--- config.mk ---
export PLATFORM = sky130hd
export DESIGN_NAME = mult_div_unit
export DESIGN_NICKNAME = d
export VERILOG_FILES = /design/src/rtl/mult_div_pkg.sv /design/src/rtl/mult_div_unit.sv
export SDC_FILE = /design/constraint.sdc
export NUM_CORES = 1
export LEC_CHECK = 0
export BUFFER_PORTS_ARGS = -buffer_cell sky130_fd_sc_hd__buf_2
export CAP_MARGIN = 20
export CORE_AREA = 10 10 204 206
export CTS_CLUSTER_SIZE = 8
export DETAILED_ROUTE_END_ITERATION = 10
export DIE_AREA = 0 0 214 216
export PLACE_DENSITY = 0.68
export SYNTH_ARGS = -nofsm -noshare
export SYNTH_HDL_FRONTEND = slang
export SYNTH_SLANG_ARGS = --single-unit
--- constraint.sdc ---
create_clock -name clk -period 7.2 [get_ports clk]
set_input_delay 0 -clock clk [delete_from_list [all_inputs] [get_ports clk]]
set_output_delay 0 -clock clk [all_outputs]
set_load 0.1 [all_outputs]
--- src/rtl/mult_div_pkg.sv ---
// rtl/mult_div_pkg.sv - shared encodings for the iterative multiply/divide unit
package mult_div_pkg;

  localparam logic OP_MULT = 1'b0;
  localparam logic OP_DIV  = 1'b1;

  typedef enum logic [1:0] {
    IDLE,
    MULT,
    DIV,
    FINISH
  } state_t;

  // Booth pair {q[0], q[-1]}: 01 adds the multiplicand, 10 subtracts it
  localparam logic [1:0] BOOTH_ADD = 2'b01;
  localparam logic [1:0] BOOTH_SUB = 2'b10;

endpackage

--- src/rtl/mult_div_unit.sv ---
// rtl/mult_div_unit.sv - radix-2 Booth multiplier and restoring divider with HI/LO results
module mult_div_unit
  import mult_div_pkg::*;
#(
  parameter int WIDTH = 32
) (
  input  logic             clk,
  input  logic             reset,
  input  logic             start,
  input  logic             op,
  input  logic [WIDTH-1:0] a,
  input  logic [WIDTH-1:0] b,
  output logic             busy,
  output logic             done,
  output logic             div_zero,
  output logic [WIDTH-1:0] hi,
  output logic [WIDTH-1:0] lo
);

  localparam int CNT_W = $clog2(WIDTH);

  state_t state, state_next;

  logic [CNT_W-1:0] cnt;
  logic [WIDTH:0]   acc;    // Booth accumulator, or partial remainder when dividing
  logic [WIDTH-1:0] qreg;   // multiplier, or dividend magnitude shifting into quotient
  logic [WIDTH-1:0] m;      // multiplicand, or divisor magnitude
  logic             q_1;
  logic             neg_q;
  logic             neg_r;

  logic [WIDTH:0]   m_ext;
  logic [WIDTH:0]   booth_sum;
  logic [WIDTH:0]   booth_acc;
  logic [WIDTH-1:0] booth_q;
  logic [WIDTH:0]   rem_shift;
  logic [WIDTH:0]   rem_diff;
  logic             rem_ok;
  logic [WIDTH:0]   rem_n;
  logic [WIDTH-1:0] quo_n;
  logic [WIDTH-1:0] quo_fix;
  logic [WIDTH-1:0] rem_fix;
  logic [WIDTH-1:0] a_mag;
  logic [WIDTH-1:0] b_mag;

  assign a_mag = a[WIDTH-1] ? -a : a;
  assign b_mag = b[WIDTH-1] ? -b : b;

  assign m_ext = {m[WIDTH-1], m};

  always_comb begin
    booth_sum = acc;
    case ({qreg[0], q_1})
      BOOTH_ADD: booth_sum = acc + m_ext;
      BOOTH_SUB: booth_sum = acc - m_ext;
      default:   booth_sum = acc;
    endcase
  end

  assign booth_acc = {booth_sum[WIDTH], booth_sum[WIDTH:1]};
  assign booth_q   = {booth_sum[0], qreg[WIDTH-1:1]};

  // Magnitude of most-negative still fits unsigned WIDTH bits, so overflow wraps naturally
  assign rem_shift = {acc[WIDTH-1:0], qreg[WIDTH-1]};
  assign rem_diff  = rem_shift - {1'b0, m};
  assign rem_ok    = ~rem_diff[WIDTH];
  assign rem_n     = rem_ok ? rem_diff : rem_shift;
  assign quo_n     = {qreg[WIDTH-2:0], rem_ok};
  assign quo_fix   = neg_q ? -quo_n : quo_n;
  assign rem_fix   = neg_r ? -rem_n[WIDTH-1:0] : rem_n[WIDTH-1:0];

  always_ff @(posedge clk) begin
    if (reset) state <= IDLE;
    else       state <= state_next;
  end

  always_comb begin
    state_next = state;
    case (state)
      IDLE: begin
        if (start) begin
          if (op == OP_MULT)  state_next = MULT;
          else if (b == '0)   state_next = FINISH;
          else                state_next = DIV;
        end
      end
      MULT, DIV: if (cnt == '0) state_next = FINISH;
      FINISH:    state_next = IDLE;
      default:   state_next = IDLE;
    endcase
  end

  always_ff @(posedge clk) begin
    if (reset) begin
      busy     <= 1'b0;
      done     <= 1'b0;
      div_zero <= 1'b0;
      hi       <= '0;
      lo       <= '0;
      cnt      <= '0;
      acc      <= '0;
      qreg     <= '0;
      m        <= '0;
      q_1      <= 1'b0;
      neg_q    <= 1'b0;
      neg_r    <= 1'b0;
    end else begin
      busy <= (state_next != IDLE);
      done <= (state_next == FINISH);
      case (state)
        IDLE: begin
          if (start) begin
            div_zero <= (op == OP_DIV) && (b == '0);
            cnt      <= CNT_W'(WIDTH - 1);
            acc      <= '0;
            q_1      <= 1'b0;
            neg_q    <= a[WIDTH-1] ^ b[WIDTH-1];
            neg_r    <= a[WIDTH-1];
            if (op == OP_MULT) begin
              m    <= a;
              qreg <= b;
            end else begin
              m    <= b_mag;
              qreg <= a_mag;
            end
          end
        end
        MULT: begin
          acc  <= booth_acc;
          qreg <= booth_q;
          q_1  <= qreg[0];
          if (cnt == '0) {hi, lo} <= {booth_acc[WIDTH-1:0], booth_q};
          else           cnt <= cnt - 1'b1;
        end
        DIV: begin
          acc  <= rem_n;
          qreg <= quo_n;
          if (cnt == '0) begin
            hi <= rem_fix;
            lo <= quo_fix;
          end else begin
            cnt <= cnt - 1'b1;
          end
        end
        default: ;
      endcase
    end
  end

endmodule

== Word-level counts from Yosys, hierarchy flattened ==
Index checks and enable logic that the tools add are counted.

* Flip-flop bits (word level): 174
* Latch bits: 0
* Bits in writable memories: 0
* ROM bits: 0
* Logic and storage cells: 76
* Memories kept: 0

* Add/subtract/negate cells: 8
* $mul: 0
* Div/mod/pow operators: 0
* Order comparisons: 0
* Equal/unequal tests: 10
* Shift-type cells: 0
* Muxes and demuxes: 28
* Bitwise logic cells: 2
* Reductions and logical operators: 15

{| class="wikitable"
|+ Operators by type and width
! kind !! number
|-
| $mux 32 || 11
|-
| $neg 32->32 || 4
|-
| $pmux 32 s2 || 2
|-
| $pmux 33 s3 || 1
|-
| $pmux 32 s3 || 1
|-
| $mux 33 || 2
|-
| $pmux 33 s2 || 1
|-
| $add 33x33->33 || 1
|-
| $sub 33x32->33 || 1
|-
| $sub 33x33->33 || 1
|-
| $logic_not 32->1 || 1
|-
| $mux 5 || 2
|-
| $pmux 5 s2 || 1
|-
| $eq 2x2->1 const B || 4
|-
| $ne 2x2->1 const B || 4
|-
| $reduce_bool 2->1 || 4
|-
| $mux 2 || 3
|-
| $pmux 2 s3 || 1
|-
| $reduce_and 2->1 || 3
|-
| $reduce_and 3->1 || 2
|-
| $logic_not 5->1 || 1
|-
| $sub 5x1->5 const B || 1
|-
| $eq 2x1->1 const B || 2
|-
| $reduce_bool 3->1 || 1
|-
| 7 further kinds || 8
|}

== Longest topological paths before layout ==
Gate-level depths: netlist of the first run.

* Depth after elaboration: 6
* Depth in mapped cells: 30
* Depth with buffers taken out: 26

== Worst setup path after synthesis of the first run ==
OpenSTA, ideal clock, no wires.

* Path kind: register -> register
* From: reg m[0]
* To: reg lo[28]
* Arrival time: 6.077 ns
* Required time: 7.133 ns
* Slack: 1.056 ns
* Stages on the path, launching flop included: 30
* Buffers on the path: 5
* Path through: dfxtp_1 ha_1 inv_1 fa_1 a211oi_1 o211ai_1 a211oi_1 o21ai_0 o211a_1 o21a_1 o21ai_0 a21oi_1 or2_2 ha_1 buf_2 inv_1 buf_2 buf_1 buf_1 ha_1 nand3b_1 nand2b_1 or2_2 clkbuf_1 or4_1 o21ai_0 xor2_1 a211oi_1 a21oi_1 nor2_1

* Longest elaborated chain between the ends: 6

{| class="wikitable"
|+ RTL lines
! item !! line !! RTL
|-
| from (decl) || mult_div_unit.sv:27 || <nowiki>logic [WIDTH-1:0] m;</nowiki>
|-
| from (signal assigned) || mult_div_unit.sv:123 || <nowiki>m <= b_mag;</nowiki>
|-
| $sub 33x32->33 || mult_div_unit.sv:65 || <nowiki>assign rem_diff = rem_shift - {1'b0, m};</nowiki>
|-
| $not 1->1 || mult_div_unit.sv:66 || <nowiki>assign rem_ok = ~rem_diff[WIDTH];</nowiki>
|-
| $neg 32->32 || mult_div_unit.sv:69 || <nowiki>assign quo_fix = neg_q ? -quo_n : quo_n;</nowiki>
|-
| $mux 32 || mult_div_unit.sv:69 ||
|-
| $mux 32 || mult_div_unit.sv:138 || <nowiki>if (cnt == '0) begin</nowiki>
|-
| $pmux 32 s2 || mult_div_unit.sv:110 || <nowiki>case (state)</nowiki>
|-
| to (signal assigned) || mult_div_unit.sv:132 || <nowiki>if (cnt == '0) {hi, lo} <= {booth_acc[WIDTH-1:0], booth_q};</nowiki>
|-
| to (signal assigned) || mult_div_unit.sv:140 || <nowiki>lo <= quo_fix;</nowiki>
|-
| to (decl) || mult_div_unit.sv:17 || <nowiki>output logic [WIDTH-1:0] lo</nowiki>
|}

Every way passes these cells. The select of a mux whose other input is x is not followed.
A chain may end at the register's enable or synchronous reset.

== Worst setup path in the final report of the first run ==
* From: reg m[0]
* To: reg hi[20]

* Longest elaborated chain between the ends: 6
* Elaborated cells on any way between the ends: 10
* Those cells by class: add/sub: 4; mux: 6

{| class="wikitable"
|+ RTL lines
! item !! line !! RTL
|-
| $sub 33x32->33 || mult_div_unit.sv:65 ||
|-
| $mux 33 || mult_div_unit.sv:67 || <nowiki>assign rem_n = rem_ok ? rem_diff : rem_shift;</nowiki>
|-
| $neg 32->32 || mult_div_unit.sv:70 || <nowiki>assign rem_fix = neg_r ? -rem_n[WIDTH-1:0] : rem_n[WIDTH-1:0];</nowiki>
|-
| $mux 32 || mult_div_unit.sv:70 ||
|-
| $mux 32 || mult_div_unit.sv:138 ||
|-
| $pmux 32 s2 (*) || mult_div_unit.sv:110 ||
|-
| to (signal assigned) || mult_div_unit.sv:132 ||
|-
| to (signal assigned) || mult_div_unit.sv:139 || <nowiki>hi <= rem_fix;</nowiki>
|-
| to (decl) || mult_div_unit.sv:16 || <nowiki>output logic [WIDTH-1:0] hi,</nowiki>
|}

Every way passes the cells marked *; elsewhere a longest branch is shown, timed or not. The select of a mux whose other input is x is not followed.

==> results.yml, run 1 <==
pwr:
  power_density_nw_per_um2: 288.0
  vdd_ir_drop_max_mv: 0.1873
  leakage_power_nw: 7.046
  design_power_total_w: 0.005066
clock_network:
  postCtsSetupRepairBufs: 0
  cts.reportedPaths.clkPinSlew_ns: 0.08
  clockRootBuffer: "clkbuf_16"
  deepest_clock_path_buffer_count: 2
  cts_tree: "built"
  htree_levels: 4
  clkSinkCount: 174
  tritoncts.num_buffers: 17
  insertion_delay_ns: 0.46
logic_synthesis:
  synth_nets: 2374
  synth_edf_count: 0
  muxShareOfSynthArea_pct: 1.840
  dominant_synthesized_flop_cell: "dfxtp_1"
  synth_area_leader_cell: "dfxtp_1"
  synth_cell_type_count: 83
  synthXorXnorAreaFrac_pct: 9.646
  async_flop_share_pct: 0
  synth_top_family_by_area: "compound AO/OA/AOI/OAI gates"
  postSynthRegisterBits: 174
  syn-instance-count: 2228
  synth_top_cell_area_share_pct: 21.80
  post_synth_and_or_nand_nor_area_fraction_pct: 22.18
  synthesis.yosys.warnings: 0
  synth_adder_area_share_pct: 6.201
  syn_avg_cell_area_um2: 7.172
  synth-compound-area-share_pct: 31.75
  mappedNetlistArea_um2: 15980
  ys_top_cells_by_area: "dfxtp_1, nor2_1, a211oi_1, xor2_1, ha_1"
  synth-seq-area-share_pct: 21.80
global_route:
  grt_usage_pct: 25.49
  wire_length_of_the_first_global_routing_pass_mm: 93.73
  grt_pass1_vias: 15530
  grt-ovfl-total: 0
  number_of_antenna_violations_at_the_first_check_in_global_routing: 4
  grt_start_max_net_pins: 97
floorplan:
  core_region_area_um2: 37400
  design.die.area_um2: 46220
  floorplan.initialDensity_pct: 42.73
  dieWidth_um: 214
  fp-row-count: 71
  io_pins: 135
  die_height_um: 216
drt:
  vias_per_cell: 6.140
  detail_route.wl_per_cell_um: 22.30
  wl_mm: 61.96
  initialDrtViolationCount: 1751
  num_vias: 17063
  route.detailed.drc: 0
  drt_pre_antenna_iters: 6
  drtAntennaViolNets: 0
layout:
  area.growth.synth_to_final_pct: 10.06
  area_occupied_by_registers_um2: 3483
  fillers: 3823
  final_cell_mix: "nor2_1, nand2_1, a21oi_1"
  layout.cells.most_common: "nor2_1"
  final_cells: 2779
  drive_gt1_share_pct: 11.34
  final_design_area_no_fill_um2: 17590
  multi_input_area_um2: 11500
  finalNetCount: 2400
sta:
  post-route-min-period_ns: 6.767
  slew-limit-headroom_pct: 32.53
  achievable-frequency_ghz: 0.1478
  min_period_over_period_pct: 93.98
  postLayoutSetupSlackWorst_ns: 0.4332
  max_transition_viols_final: 0
  report.final.setup_viol: 0
  skew_ns: 0.01464
  worstMarginPinSlew_ns: 1.001
  hold_viol: 0
placement:
  gpl.final_weighted_congestion: 1.025
  place_area_um2: 16880
  dp.cells: 2739
  pre_cts_slack_ns: 0.3101
  dp_hpwl_mm: 47.69
  buffer_ports.inserted: 134
setup_path:
  worstSetupPathType: "flip-flop to flip-flop"
  critical_path.endpoint_type: "flip-flop"
  worst-endpoint-required_ns: 7.57
  critical_path_arrival_ns: 7.14
  timing.critical_path.fanout_max: 12
  nature_of_the_critical_path_startpoint: "flip-flop"
hold_path:
  hold_class: "primary input to flip-flop"
run:
  cap_violations: 0
run_status:
  outcome: "finished, final reports clean"
[sequential cells by signal (all words and copies together) (netlist names)]
| name | cells |
|---|---|
| acc | 33 |
| hi | 32 |
| lo | 32 |
| m | 32 |
| qreg | 32 |
| cnt | 5 |
| state | 2 |
| busy | 1 |
| div_zero | 1 |
| done | 1 |
| neg_q | 1 |
| neg_r | 1 |
| q_1 | 1 |
[synthesized netlist by cell type (9+ instances only)]
master / n
nand4_1: 19
nor2_1: 312
a21o_1: 30
xor2_1: 112
a211oi_1: 141
nor3_1: 61
a22oi_1: 26
ha_1: 76
dfxtp_1: 174
nand3_1: 33
clkbuf_1: 137
o211ai_1: 27
a31oi_1: 17
buf_1: 15
o41ai_1: 17
inv_1: 75
o21ai_0: 134
or4_1: 19
xnor2_1: 64
nand2_1: 194
buf_2: 9
mux2i_1: 26
nor4_1: 11
nor2b_1: 15
a22o_1: 40
or3_1: 23
o21a_1: 10
a21oi_1: 178
and3_1: 12
o31ai_1: 39
nand2b_1: 20
or2_2: 12
[layout make-up]
cell class,instances,share of cell area [%]
inverters,76,1.622
well taps,511,3.635
flip-flops and latches,174,19.81
clock inverters,15,0.9533
repair buffers,180,6.146
diodes,1,0.01423
multi-input cells,1805,65.41
clock buffers,17,2.419
[report_power, final]
part	leakage [nW]	total [W]	switching (W)	internal (W)
registers	1.42	0.00124	0.000170	0.00107
clock network	0.282	0.000963	0.000497	0.000466
logic	5.34	0.00286	0.00192	0.000937
[repair_timing]
action                                 4_1_cts  5_1_grt
endpoints found under the hold margin       22        0
gates resized for setup                      0        2
hold buffers                                 4        0
setup endpoints to repair                    0        6
[layer usage]
layer	vias up	track usage, %	part of all wire (%)
met5	-	0	0.061
met2	698	40.26	45
met3	153	3.972	7.1
met1	8016	32.97	43
li1	8190	-	-
met4	6	13.31	5.4
[per-stage QoR]
stage               hold WS (ns)  util [%]   TNS (ns)
global placement          0.4393     45.15          0
floorplan                 0.2227         -          0
global route             0.03975     47.03  -0.001819
finish                   0.02064     47.03          0
CTS                     0.002389     46.84          0
detailed placement        0.4467     45.15          0
[kinds of logic (layout without fill, tap and decap cells)]
family / count (synthesis) / after routing
adder cells (fa/ha/maj): 78 / 78
flip-flops: 174 / 174
other: 0 / 1
multiplexers: 29 / 29
AND/OR/NAND/NOR: 766 / 766
AO/OA/AOI/OAI: 756 / 756
XOR/XNOR: 176 / 176
buffers and inverters: 249 / 288
[path summary, 6_finish.rpt]
path,to,slack [ns],start,depth (start not counted)
setup reg to reg,hi[20],0.43,m[0],25
setup / recovery,hi[20],0.43,m[0],25
hold / removal,m[28],0.02,a[28],5
hold reg to reg,div_zero,0.45,div_zero,2
[worst max-delay path, stage by stage (launching register included)]
cell       delay (ns)
dfxtp_1          0.43
ha_1             0.22
inv_1            0.06
fa_1             0.42
a211oi_1         0.39
o211ai_1         0.24
a211oi_2         0.33
o21ai_0          0.25
o211a_1          0.26
o21a_1           0.17
o21ai_0          0.20
a21oi_1          0.09
or2_2            0.28
ha_2             0.41
buf_4            0.22
o21ai_0          0.17
inv_1            0.10
ha_1             0.16
nand2_1          0.09
nand4bb_1        0.28
or3_1            0.46
or4_1            0.65
o21ai_0          0.29
xnor2_1          0.18
a21oi_1          0.10
o21ai_0          0.21
No activity file was read; power rests on OpenSTA's default activity.
==> inputs of run 2 (changes only) <==
==> constraint.sdc (replaced) <==
create_clock -name clk -period 7.2 [get_ports clk]
set_input_delay 1.08 -clock clk [delete_from_list [all_inputs] [get_ports clk]]
set_output_delay 1.08 -clock clk [all_outputs]
set_load 0.1 [all_outputs]
==> run 2 against run 1 <==
  * Largest power group unchanged
  * Clock-buffer cell count unchanged
  * Utilization shrank 0.050 points
  * Clock power is 5% higher
  * Routed wire length is 0.29% higher
  * Sequential cell count is the same
  * Worst setup slack better by 0.022 ns
  * Combinational power about the same
  * Design area fell by 0.11%
  * Highest routed layer unchanged
==> results.yml, run 2 (synthesis results as in run 1) <==
run_status:
  outcome: "finished, final reports clean"
layout:
  number_of_flip_flops_in_the_largest_register: 33
  area.growth.synth_to_final_pct: 9.944
  layout.cells.most_common: "nor2_1"
  final_cells: 2774
  insertedDiodeCount: 0
  post-route-util_pct: 46.98
  finalNetCount: 2396
  drive_gt1_share_pct: 11.31
  register_name_with_the_most_flops: "acc"
  final_cell_mix: "nor2_1, nand2_1, a21oi_1"
pwr:
  power.share.clock_pct: 19.7
  leakage_power_nw: 7.035
  combinationalPowerShare_pct: 55.9
  power_density_nw_per_um2: 290.7
  switching_share_pct: 50.87
  power.switching_w: 0.002598
  internal_portion_of_total_power_w: 0.002509
  vdd_ir_drop_max_mv: 0.2012
  power.share.sequential_pct: 24.4
floorplan:
  fp-row-count: 71
  die_height_um: 216
  floorplan.initialDensity_pct: 42.73
  design.die.area_um2: 46220
  io_pins: 135
  core_region_area_um2: 37400
  dieWidth_um: 214
clock_network:
  insertion_delay_ns: 0.47
  tritoncts.num_buffers: 17
  clockRootBuffer: "clkbuf_16"
  cts_tree: "built"
  clkSinkCount: 174
  htree_levels: 4
  cts.reportedPaths.clkPinSlew_ns: 0.08
  deepest_clock_path_buffer_count: 2
drt:
  wl_mm: 62.14
  vias_per_cell: 6.169
  initialDrtViolationCount: 1635
  drtAntennaViolNets: 0
  detail_route.wl_per_cell_um: 22.40
  drt_pre_antenna_iters: 5
  route.detailed.drc: 0
  num_vias: 17114
setup_path:
  timing.critical_path.slowest_cell_delay_ns: 0.63
  nature_of_the_critical_path_startpoint: "flip-flop"
  critPathMostFrequentCell: "o21ai_0"
  worstSetupPathType: "flip-flop to flip-flop"
  worst-endpoint-required_ns: 7.59
  critical-path-slowest-cell: "or4_1"
  critical_path.endpoint_type: "flip-flop"
  timing.critical_path.fanout_max: 12
  critical_path_arrival_ns: 7.13
hold_path:
  hold_class: "flip-flop to flip-flop"
sta:
  postLayoutSetupSlackWorst_ns: 0.4555
  setup_tns_ns: 0
  skew_ns: 0.01253
  hold_viol: 0
  slew-limit-headroom_pct: 22.78
  post-route-min-period_ns: 6.745
  rsz_0062_raised_after_global_routing: "false"
  report.final.setup_viol: 0
  worstMarginPinSlew_ns: 1.149
  achievable-frequency_ghz: 0.1483
  max_transition_viols_final: 0
  min_period_over_period_pct: 93.67
placement:
  gpl.final_weighted_congestion: 1.029
  buffer_ports.inserted: 134
  dp_hpwl_mm: 47.68
  dp.cells: 2739
  pre_cts_slack_ns: 0.3878
global_route:
  number_of_antenna_violations_at_the_first_check_in_global_routing: 4
  grt_start_max_net_pins: 97
  wire_length_of_the_first_global_routing_pass_mm: 94.00
  grt_pass1_vias: 15813
  grt_usage_pct: 25.52
  grt-ovfl-total: 0
run:
  cap_violations: 0
run 2: what timing repair did:
item                       in CTS  in global routing
buffers inserted                0                  0
resized for setup               0                  1
hold buffers                    0                  0
setup endpoints to repair       0                  5
run 2: per-stage QoR:
stage / power, W / area [um2] / hold WS, ns
2_1_floorplan: 0.003294 / 15980 / 0.4527
3_5_place_dp: 0.004050 / 16880 / 0.4436
6_report: 0.005108 / 17570 / 0.4540
3_3_place_gp: 0.004022 / 16880 / 0.4407
5_1_grt: 0.005388 / 17570 / 0.4775
4_1_cts: 0.005046 / 17500 / 0.4553
run 2: area by class of cell:
cell class | instances | area (um2)
Clock buffer | 17 | 425.4
Multi-Input combinational cell | 1805 | 11500
Inverter | 76 | 285.3
Tap cell | 511 | 639.4
Sequential cell | 174 | 3483
Timing Repair Buffer | 176 | 1041
Fill cell | 3862 | 19830
Clock inverter | 15 | 193.9
run 2: per-layer routing:
layer  GRT usage, %  up-vias  routed length (um)
met5              0        -                  55
met4          12.45        8                3184
met3          4.280      148                4161
met2          41.35      650               28160
met1          32.28     8147               26580
li1               -     8161                   -
run 2: worst paths after layout:
path                            start     end  slack, ns  depth (start not counted)
worst max-delay path             m[0]  hi[28]       0.46                         25
worst min-delay path            lo[3]   lo[3]       0.45                          2
worst max register to register   m[0]  hi[28]       0.46                         25
worst min register to register  lo[3]   lo[3]       0.45                          2
run 2: critical path, delay by kind of cell (launching register included):
family / cells / cell delay, ns
muxes: 1 / 0.14
DFF: 1 / 0.42
buffers and inverters: 3 / 0.38
and+or+nand+nor: 7 / 2.20
adders and majority gates: 4 / 1.21
AOI/OAI and AO/OA: 10 / 2.29
run 2: power groups by stage:
| stage | registers [W] | logic [W] | clock network (W) |
|---|---|---|---|
| after floorplan | 0.00134 | 0.00195 | 0 |
| after global placement | 0.00127 | 0.00275 | 0 |
| after detailed placement | 0.00127 | 0.00278 | 0 |
| after CTS | 0.00125 | 0.00279 | 0.00101 |
| after global routing | 0.00126 | 0.00309 | 0.00104 |
| final | 0.00125 | 0.00286 | 0.00101 |
